<file path="src/rtl/spi_defs.sv">
// Register offsets and FSM state encodings shared by the SPI master RTL
// and the firmware-facing register decode.
package spi_defs;
  localparam logic [1:0] ADDR_CTRL = 2'd0;
  localparam logic [1:0] ADDR_DATA = 2'd1;
  localparam logic [1:0] ADDR_DIV  = 2'd2;

  typedef enum logic [1:0] {
    ST_IDLE = 2'd0,
    ST_LO   = 2'd1,
    ST_HI   = 2'd2
  } state_t;
endpackage

</file>
<file path="src/rtl/spi_clkgen.sv">
// SCLK phase counter: raises tick on the last cycle of each DIV+1 cycle phase.
module spi_clkgen #(
  parameter int DIV_W = 8
) (
  input  logic             clk,
  input  logic             reset,
  input  logic             run,
  input  logic [DIV_W-1:0] div,
  output logic             tick
);
  logic [DIV_W-1:0] cnt_reg;

  // Compare with >= so a divider lowered mid-phase ends the phase instead of wrapping.
  assign tick = run && (cnt_reg >= div);

  always_ff @(posedge clk or posedge reset) begin
    if (reset) begin
      cnt_reg <= '0;
    end else if (!run || tick) begin
      cnt_reg <= '0;
    end else begin
      cnt_reg <= cnt_reg + DIV_W'(1);
    end
  end
endmodule

</file>
<file path="src/rtl/spi_master.sv">
// Memory-mapped SPI master, mode 0, 8-bit MSB-first, with programmable SCLK divider
// and software-controlled chip select.
module spi_master
  import spi_defs::*;
#(
  parameter int               DIV_W     = 8,
  parameter logic [DIV_W-1:0] DIV_RESET = DIV_W'(3)
) (
  input  logic        clk,
  input  logic        reset,
  input  logic        sel,
  input  logic [1:0]  addr,
  input  logic [31:0] wdata,
  input  logic [3:0]  we,
  input  logic        re,
  output logic [31:0] rdata,
  output logic        sclk,
  output logic        mosi,
  input  logic        miso,
  output logic        cs_n
);
  state_t           state_reg;
  logic [7:0]       shift_reg;
  logic [7:0]       rx_byte_reg;
  logic [2:0]       bit_cnt_reg;
  logic             miso_s_reg;
  logic             sclk_reg;
  logic             mosi_reg;
  logic             cs_en_reg;
  logic             rx_valid_reg;
  logic [DIV_W-1:0] div_reg;
  logic [31:0]      rdata_reg;
  logic             tick;
  logic             busy;
  logic             wr;
  logic             rd;
  logic             start;
  logic             done;
  logic             unused_wdata;

  assign wr           = sel && (we == 4'b1111);
  assign rd           = sel && re;
  assign busy         = (state_reg != ST_IDLE);
  assign start        = wr && (addr == ADDR_DATA) && !busy;
  assign done         = (state_reg == ST_HI) && tick && (bit_cnt_reg == 3'd7);
  assign unused_wdata = ^wdata;

  assign sclk  = sclk_reg;
  assign mosi  = mosi_reg;
  assign cs_n  = ~cs_en_reg;
  assign rdata = rdata_reg;

  spi_clkgen #(.DIV_W(DIV_W)) u_clkgen (
    .clk   (clk),
    .reset (reset),
    .run   (busy),
    .div   (div_reg),
    .tick  (tick)
  );

  // miso is captured on the LO->HI edge and folded into the shifter on HI->LO,
  // so the byte being transmitted stays intact until its bit has been sent.
  always_ff @(posedge clk or posedge reset) begin
    if (reset) begin
      state_reg   <= ST_IDLE;
      shift_reg   <= '0;
      rx_byte_reg <= '0;
      bit_cnt_reg <= '0;
      miso_s_reg  <= 1'b0;
      sclk_reg    <= 1'b0;
      mosi_reg    <= 1'b0;
    end else begin
      case (state_reg)
        ST_IDLE: begin
          if (start) begin
            state_reg   <= ST_LO;
            shift_reg   <= wdata[7:0];
            mosi_reg    <= wdata[7];
            bit_cnt_reg <= '0;
          end
        end
        ST_LO: begin
          if (tick) begin
            state_reg  <= ST_HI;
            sclk_reg   <= 1'b1;
            miso_s_reg <= miso;
          end
        end
        ST_HI: begin
          if (tick) begin
            sclk_reg <= 1'b0;
            if (bit_cnt_reg == 3'd7) begin
              state_reg   <= ST_IDLE;
              rx_byte_reg <= {shift_reg[6:0], miso_s_reg};
            end else begin
              state_reg   <= ST_LO;
              shift_reg   <= {shift_reg[6:0], miso_s_reg};
              mosi_reg    <= shift_reg[6];
              bit_cnt_reg <= bit_cnt_reg + 3'd1;
            end
          end
        end
        default: state_reg <= ST_IDLE;
      endcase
    end
  end

  always_ff @(posedge clk or posedge reset) begin
    if (reset) begin
      cs_en_reg    <= 1'b0;
      div_reg      <= DIV_RESET;
      rx_valid_reg <= 1'b0;
      rdata_reg    <= '0;
    end else begin
      if (wr && (addr == ADDR_CTRL)) cs_en_reg <= wdata[0];
      if (wr && (addr == ADDR_DIV))  div_reg   <= wdata[DIV_W-1:0];

      // A completing transfer beats a same-cycle DATA read.
      if (done) begin
        rx_valid_reg <= 1'b1;
      end else if (rd && (addr == ADDR_DATA)) begin
        rx_valid_reg <= 1'b0;
      end

      if (rd) begin
        case (addr)
          ADDR_CTRL: rdata_reg <= {29'b0, rx_valid_reg, busy, cs_en_reg};
          ADDR_DATA: rdata_reg <= {24'b0, rx_byte_reg};
          ADDR_DIV:  rdata_reg <= 32'(div_reg);
          default:   rdata_reg <= '0;
        endcase
      end else begin
        rdata_reg <= '0;
      end
    end
  end
endmodule

</file>
<file path="config.mk">
export PLATFORM = sky130hd
export DESIGN_NAME = spi_master
export DESIGN_NICKNAME = d
export VERILOG_FILES = /design/src/rtl/spi_defs.sv /design/src/rtl/spi_clkgen.sv /design/src/rtl/spi_master.sv
export SDC_FILE = /design/constraint.sdc
export NUM_CORES = 1
export LEC_CHECK = 0
export ABC_CLOCK_PERIOD_IN_PS = 6200
export CAP_MARGIN = 20
export CORE_ASPECT_RATIO = 0.7
export CORE_MARGIN = 1
export CORE_UTILIZATION = 50
export DETAILED_ROUTE_END_ITERATION = 8
export PLACE_DENSITY = 0.95
export SLEW_MARGIN = 25
export SYNTH_ARGS = -nofsm -noshare
export SYNTH_HDL_FRONTEND = slang
export SYNTH_SLANG_ARGS = --single-unit
</file>
<file path="constraint.sdc">
create_clock -name clk -period 6.2 [get_ports clk]
set_clock_uncertainty 0.15 [all_clocks]
set_input_delay 0.62 -clock clk [delete_from_list [all_inputs] [get_ports clk]]
set_output_delay 0.62 -clock clk [all_outputs]
set_load 0.1 [all_outputs]
</file>
==> summary.md, run 1 <==
| Metric | Value |
|---|---|
| Top FF cell, synth | `dfrtp_1` |
| Worst hold stages | `1` |
| Status | `finished, final reports clean` |
| Routed vias | `1,657` |
| H-tree depth | `2` |
| Fin nets | `305` |
| Flop and latch count out of synthesis | `49` |
| Netlist Area Pre-Place | `0.00249 mm2` |
| Met1 usage | `25.5%` |
| Synthesis Warnings | `0` |
| Post-Syn Instances | `221` |
| Reg2Reg Launch Point | `div_reg[1]` |
| Die H | `61.1 um` |
| Die area | `0.00528 mm2` |
| Post-cts resize count | `0` |
| Synth async-reset ratio | `100%` |
| Vias per cell | `5.16` |
| WS Path Type | `register to register` |
| Final hold vios | `0` |
| Io pins | `78` |
| Worst skew pair latency | `0.29 ns` |
| Largest net degree at the start of global routing | `50` |
| Reg2reg end | `rx_byte_reg[2]` |
| Routed WL per cell | `13.8 um` |
| Initial drt markers | `81` |
| Num rows | `21` |
| Initial core utilization | `52.2%` |
| Post-CTS setup buffers | `0` |
| Worst Setup Start Kind | `register` |
| Post-synthesis average cell area | `11.3 um2` |
| Vias in the first global route | `1,591` |
| EDFF count, synth | `0` |
| DRT Pass-1 Iters | `5` |
| Max-slew violation count | `0` |
| Crit path cell chain | `inv_1, ha_1, or4_1, a21oi_2, o31ai_2, buf_4, and4b_1, mux2_4` |
| Filler Cells Inserted | `407` |
| GR Util All Layers | `19.2%` |
| Port Buffers | `29` |
| Slowest CP cell | `dfstp_2` |
| Final min period | `2.81 ns` |
| PD cells | `357 mW/mm2` |
| Num CTS Buffers | `5` |
| Hold Crit Endpoint | `rx_valid_reg` |
| WP data arrival | `2.83 ns` |
| Worst Setup End Kind | `register` |
| Largest stage delay, worst path | `0.55 ns` |
| Max_cap viols | `0` |
| Part of the cycle the worst path needs | `45.3%` |
| F_max | `356 MHz` |
| Share of cells above drive strength 1 | `12.3%` |
| Setup Viol. Count Final | `0` |
| Largest cells by area after synthesis | `dfrtp_1 (47%), buf_4 (7.2%), ha_1 (5.5%), mux2_4 (4.8%), mux2_2 (4.1%)` |
| Distinct cell type count after synthesis | `40` |
| CTS max path bufs | `2` |
| RSZ-0062 raised after global routing | `no` |
| P_leak | `1.30 nW` |
| Clock slew at reported path FFs | `0.08 ns` |
| Final instance area | `0.00284 mm2` |
| Met2 Use GR | `33.6%` |
| Worst vdd ir | `0.231 mV` |
| TritonCTS clock tree | `built` |
| CP required | `6.23 ns` |
| # hold bufs at CTS | `0` |
| Core area | `0.00478 mm2` |
| CTS sink count | `49` |
| Placed cell areas | `0.00275 mm2` |
| Gr ovfl total | `0` |
| Initial antenna violation count | `0` |
| Diodes inserted | `0` |
| Worst hold start | `rx_valid_reg` |
| Synth top area share | `47.1%` |
| Total Power Consumption | `1.01 mW` |
| First-pass GRT wire length | `7620 um` |
| GP Congestion | `0.892` |
| CP max FO | `17` |
| Post-synth top area cell | `dfrtp_1` |
| Busiest layer in global routing | `met2` |
| Reg-to-reg slack, setup | `3.39 ns` |
| Die span in x | `86.4 um` |
| Register area share after synthesis | `49.2%` |
| Global routing usage on met3 | `4.42%` |
| Hpwl dp | `3350 um` |
| DRC Markers | `0` |
| Routed Antenna Nets | `0` |
| R2R depth | `8` |
| P&R area growth vs syn | `13.8%` |
| Rel. slew slack | `35.1%` |
| Worst min path class | `register to register` |
| Worst-Margin Slew | `0.971 ns` |
| WL final | `4420 um` |
| Sum Neg Setup Slack | `0 ns` |
| Root Buffer | `clkbuf_8` |
-- routing by layer --
| layer | vias to the layer above | wire length, um |
|---|---|---|
| met5 | - | 0 |
| met4 | 0 | 28 |
| met3 | 4 | 183 |
| met2 | 44 | 2100 |
| met1 | 825 | 2100 |
| li1 | 784 | - |
-- worst max-delay path by stage --
stage / from / endpoint / slack, ns / cells after the start
floorplan: div_reg[1] / rx_byte_reg[0] / 3.81 / 8
global placement: addr[0] / shift_reg[0] / 3.25 / 5
detailed placement: addr[0] / shift_reg[1] / 3.14 / 5
CTS: div_reg[1] / rx_byte_reg[2] / 3.41 / 8
global route: addr[0] / shift_reg[1] / 3.26 / 5
finish: div_reg[1] / rx_byte_reg[2] / 3.39 / 8
-- critical path, delay by kind of cell, from the launching register on --
kind | cells | cell delay, ns
AOI/OAI and AO/OA | 2 | 0.23
adders and majority gates | 1 | 0.18
buffers and inverters | 2 | 0.24
DFF | 1 | 0.55
muxes | 1 | 0.38
and+or+nand+nor | 2 | 0.96
-- metrics by stage --
stage	instances	hold slack (ns)	util, %	worst slack (ns)
finish	321	0.336	59.4	3.39
global route	321	0.380	59.4	3.26
CTS	321	0.338	59.4	3.41
detailed placement	313	0.319	57.6	3.14
global placement	313	0.308	57.6	3.25
floorplan	244	0.299	-	3.81
-- cell families after synthesis --
family,count (synthesis),share of synthesized area (%)
compound gates,31,9.88
mux,20,10.1
buf+inv,44,10.6
simple gates,59,12.4
xor+xnor,6,2.11
flops,49,49.2
other cells,1,0.150
fa+ha+maj,11,5.52
-- where the power goes --
part	total (mW)	internal [mW]	switching, mW
combinational	0.377	0.136	0.241
clock	0.180	0.0780	0.102
sequential	0.458	0.399	0.0582
-- cell usage in the layout (no fill, tap or decap), types with 2 or more instances in the layout --
| master | netlist | layout |
|---|---|---|
| clkinv_2 | 0 | 3 |
| mux2_2 | 9 | 9 |
| inv_1 | 14 | 13 |
| mux2i_1 | 3 | 3 |
| a21o_1 | 2 | 2 |
| nand3_1 | 11 | 11 |
| ha_1 | 11 | 11 |
| conb_1 | 1 | 24 |
| mux2_4 | 8 | 8 |
| nand2_1 | 5 | 5 |
| dfstp_2 | 2 | 2 |
| o221a_1 | 8 | 8 |
| nor3_1 | 7 | 7 |
| o21ai_0 | 3 | 3 |
| a22oi_1 | 5 | 5 |
| nand2b_1 | 10 | 10 |
| o21ai_1 | 2 | 2 |
| nor2_1 | 14 | 14 |
| and3_1 | 3 | 3 |
| clkbuf_8 | 0 | 5 |
| dfrtp_1 | 47 | 47 |
| a21oi_1 | 5 | 5 |
| nand3b_1 | 2 | 2 |
| clkdlybuf4s50_1 | 0 | 29 |
| xor2_1 | 5 | 5 |
-- cell usage after synthesis (all sizes together), types with 5 or more instances --
master / n
nand2: 5
xor2: 5
mux2: 17
buf: 27
nand2b: 10
inv: 14
nor3: 7
a21oi: 6
a22oi: 5
o221a: 8
ha: 11
o21ai: 5
dfrtp: 47
nand3: 11
nor2: 14
-- area by class of cell --
type | count | area, um2 | area share [%]
clock inverters | 3 | 17.5 | 0.617
inverters | 14 | 53.8 | 1.89
flip-flops and latches | 49 | 1230 | 43.3
clock buffers | 5 | 68.8 | 2.42
well taps | 69 | 86.3 | 3.04
multi-input cells | 151 | 1090 | 38.3
repair buffers | 30 | 298 | 10.5
Power figures use the tool's default switching activity.
==> run 2, diff against run 1 <==
Settings changed: ABC_CLOCK_PERIOD_IN_PS 6200 to 2800, CORE_UTILIZATION 50 to 47, PLACE_DENSITY 0.95 to 0.92.
Clock period 6.2 ns to 2.8 ns, I/O delays scaled along.
==> run 2 against run 1 <==
Compared with the run above: utilization decreased by 1.1 points; sequential power up 120%; fmax rose by 6.5%; first-iteration DRC count increased by 26%; clock power grew to 2.5 times the previous value; routed wire length is 13% higher; largest cell class unchanged; non-clock buffer count is 6 higher; combinational power up 130%; clock-buffer cell count grew 2; die area grew 6.2%; global-route usage up 0.51 points.
==> summary.md, run 2 (synthesis gave the netlist of run 1 again) <==
| Metric | Value |
|---|---|
| WL final | `5010 um` |
| Routed Antenna Nets | `0` |
| Root Buffer | `clkbuf_8` |
| Clock Power Share | `19.5%` |
| Max-slew violation count | `0` |
| Port Buffers | `29` |
| Diodes inserted | `0` |
| TritonCTS clock tree | `built` |
| Comb power frac | `37.0%` |
| Most common cell after layout, fill and taps aside | `dfrtp_1` |
| Worst min path class | `input port to asynchronous set/reset pin` |
| R2R depth | `7` |
| Share of cells above drive strength 1 | `19.0%` |
| Largest net degree at the start of global routing | `20` |
| Core area | `0.00494 mm2` |
| Vias in the first global route | `1,750` |
| Io pins | `78` |
| Initial core utilization | `50.5%` |
| Worst-Margin Slew | `0.694 ns` |
| DRT Pass-1 Iters | `4` |
| Final instance area | `0.00288 mm2` |
| P&R area growth vs syn | `15.5%` |
| RSZ-0062 raised after global routing | `no` |
| F_max | `379 MHz` |
| Worst skew pair latency | `0.31 ns` |
| Worst Setup Start Kind | `register` |
| Worst Setup End Kind | `register` |
| Clock slew at reported path FFs | `0.09 ns` |
| Initial drt markers | `102` |
| P_leak | `1.36 nW` |
| GP Congestion | `0.797` |
| CTS max path bufs | `2` |
| Sequential Power Share | `43.5%` |
| Fin nets | `311` |
| Reg-to-reg slack, setup | `0.16 ns` |
| DRC Markers | `0` |
| Core Util, Final | `58.3%` |
| Final min period | `2.64 ns` |
| Filler Cells Inserted | `426` |
| Rel. slew slack | `53.7%` |
| GR Util All Layers | `19.7%` |
| Max_cap viols | `0` |
| Sum Neg Setup Slack | `0 ns` |
| Status | `finished, final reports clean` |
| CTS sink count | `49` |
| First-pass GRT wire length | `8270 um` |
| Placed cell areas | `0.00277 mm2` |
| Routed WL per cell | `15.3 um` |
| Num rows | `21` |
| Commonest non-fill, non-tap cells in the layout | `dfrtp_1 (47), conb_1 (24), clkdlybuf4s50_1 (18), buf_4 (18), nor2_1 (14)` |
| CP required | `2.84 ns` |
| Die H | `63.0 um` |
| PnR worst setup slack | `0.165 ns` |
| Final hold vios | `0` |
| Num CTS Buffers | `5` |
| H-tree depth | `2` |
| CP max FO | `10` |
| Vias per cell | `5.17` |
| Die span in x | `89.1 um` |
| PD cells | `814 mW/mm2` |
| Worst vdd ir | `0.486 mV` |
| Sw Ratio | `39.2%` |
| NetSw | `0.919 mW` |
| Gr ovfl total | `0` |
| Initial antenna violation count | `0` |
| Part of the cycle the worst path needs | `94.1%` |
| Post-CTS setup buffers | `0` |
| Routed vias | `1,691` |
| Place WS | `-0.159 ns` |
| Int Power | `1.43 mW` |
| Die area | `0.00561 mm2` |
| # hold bufs at CTS | `0` |
| Setup Viol. Count Final | `0` |
| WP data arrival | `2.68 ns` |
| Total Power Consumption | `2.35 mW` |
| WS Path Type | `register to register` |
| Hpwl dp | `3740 um` |
run 2: changes by cell type in the layout (fill, tap and decap cells not counted), sizes merged:
cell           previous run  this run
buf                       1        18
clkdlybuf4s50            29        18
clkbuf                    5         7
clkinv                    3         1
clkinvlp                  1         0
inv                      13        14
run 2: worst paths after layout:
check,start,to
worst max-delay path,div_reg[1],rx_byte_reg[0]
worst min-delay path,reset,rdata[6]
worst max register to register,div_reg[1],rx_byte_reg[0]
worst min register to register,rx_valid_reg,rx_valid_reg
max in group asynchronous,reset,div_reg[0]
min in group clk,rx_valid_reg,rx_valid_reg
run 2: what timing repair did:
action                                  CTS  global route
endpoints found under the hold margin     0             0
gates resized for setup                   2             0
endpoints found under the setup margin    8             0
run 2: power groups by stage:
stage / Sequential (mW) / Clock, mW / Combinational, mW
2_1_floorplan: 1.10 / 0 / 0.593
3_3_place_gp: 1.02 / 0 / 0.823
3_5_place_dp: 1.03 / 0 / 0.859
4_1_cts: 1.02 / 0.463 / 0.871
5_1_grt: 1.04 / 0.482 / 0.939
6_report: 1.02 / 0.457 / 0.869
run 2: per-stage QoR:
stage	hold WS [ns]	cells
5_1_grt	0.159	327
3_3_place_gp	0.309	319
4_1_cts	0.128	327
2_1_floorplan	0.247	244
6_report	0.116	327
3_5_place_dp	0.320	319
run 2: final cells by class:
class / instances / area, um2 / area share, %
Sequential cell: 49 / 1230 / 42.6
Timing Repair Buffer: 36 / 315 / 10.9
Inverter: 14 / 52.6 / 1.82
Multi-Input combinational cell: 151 / 1100 / 38.1
Tap cell: 69 / 86.3 / 3.00
Clock inverter: 1 / 5.00 / 0.174
Clock buffer: 7 / 96.3 / 3.34
run 2: per-layer routing:
| metal | GRT usage, % | part of all wire [%] | vias up |
|---|---|---|---|
| li1 | - | - | 792 |
| met1 | 24.9 | 44 | 842 |
| met2 | 32.1 | 49 | 50 |
| met3 | 4.89 | 5.3 | 7 |
| met4 | 7.94 | 1.7 | 0 |
| met5 | 0 | 0 | - |
run 2: critical path, stage by stage (launching register included):
cell and delay (ns):
dfstp_2 0.56, inv_1 0.05, ha_1 0.18, or4_1 0.53, a21oi_2 0.18, o31ai_4 0.15
and4b_2 0.39, mux2_4 0.34
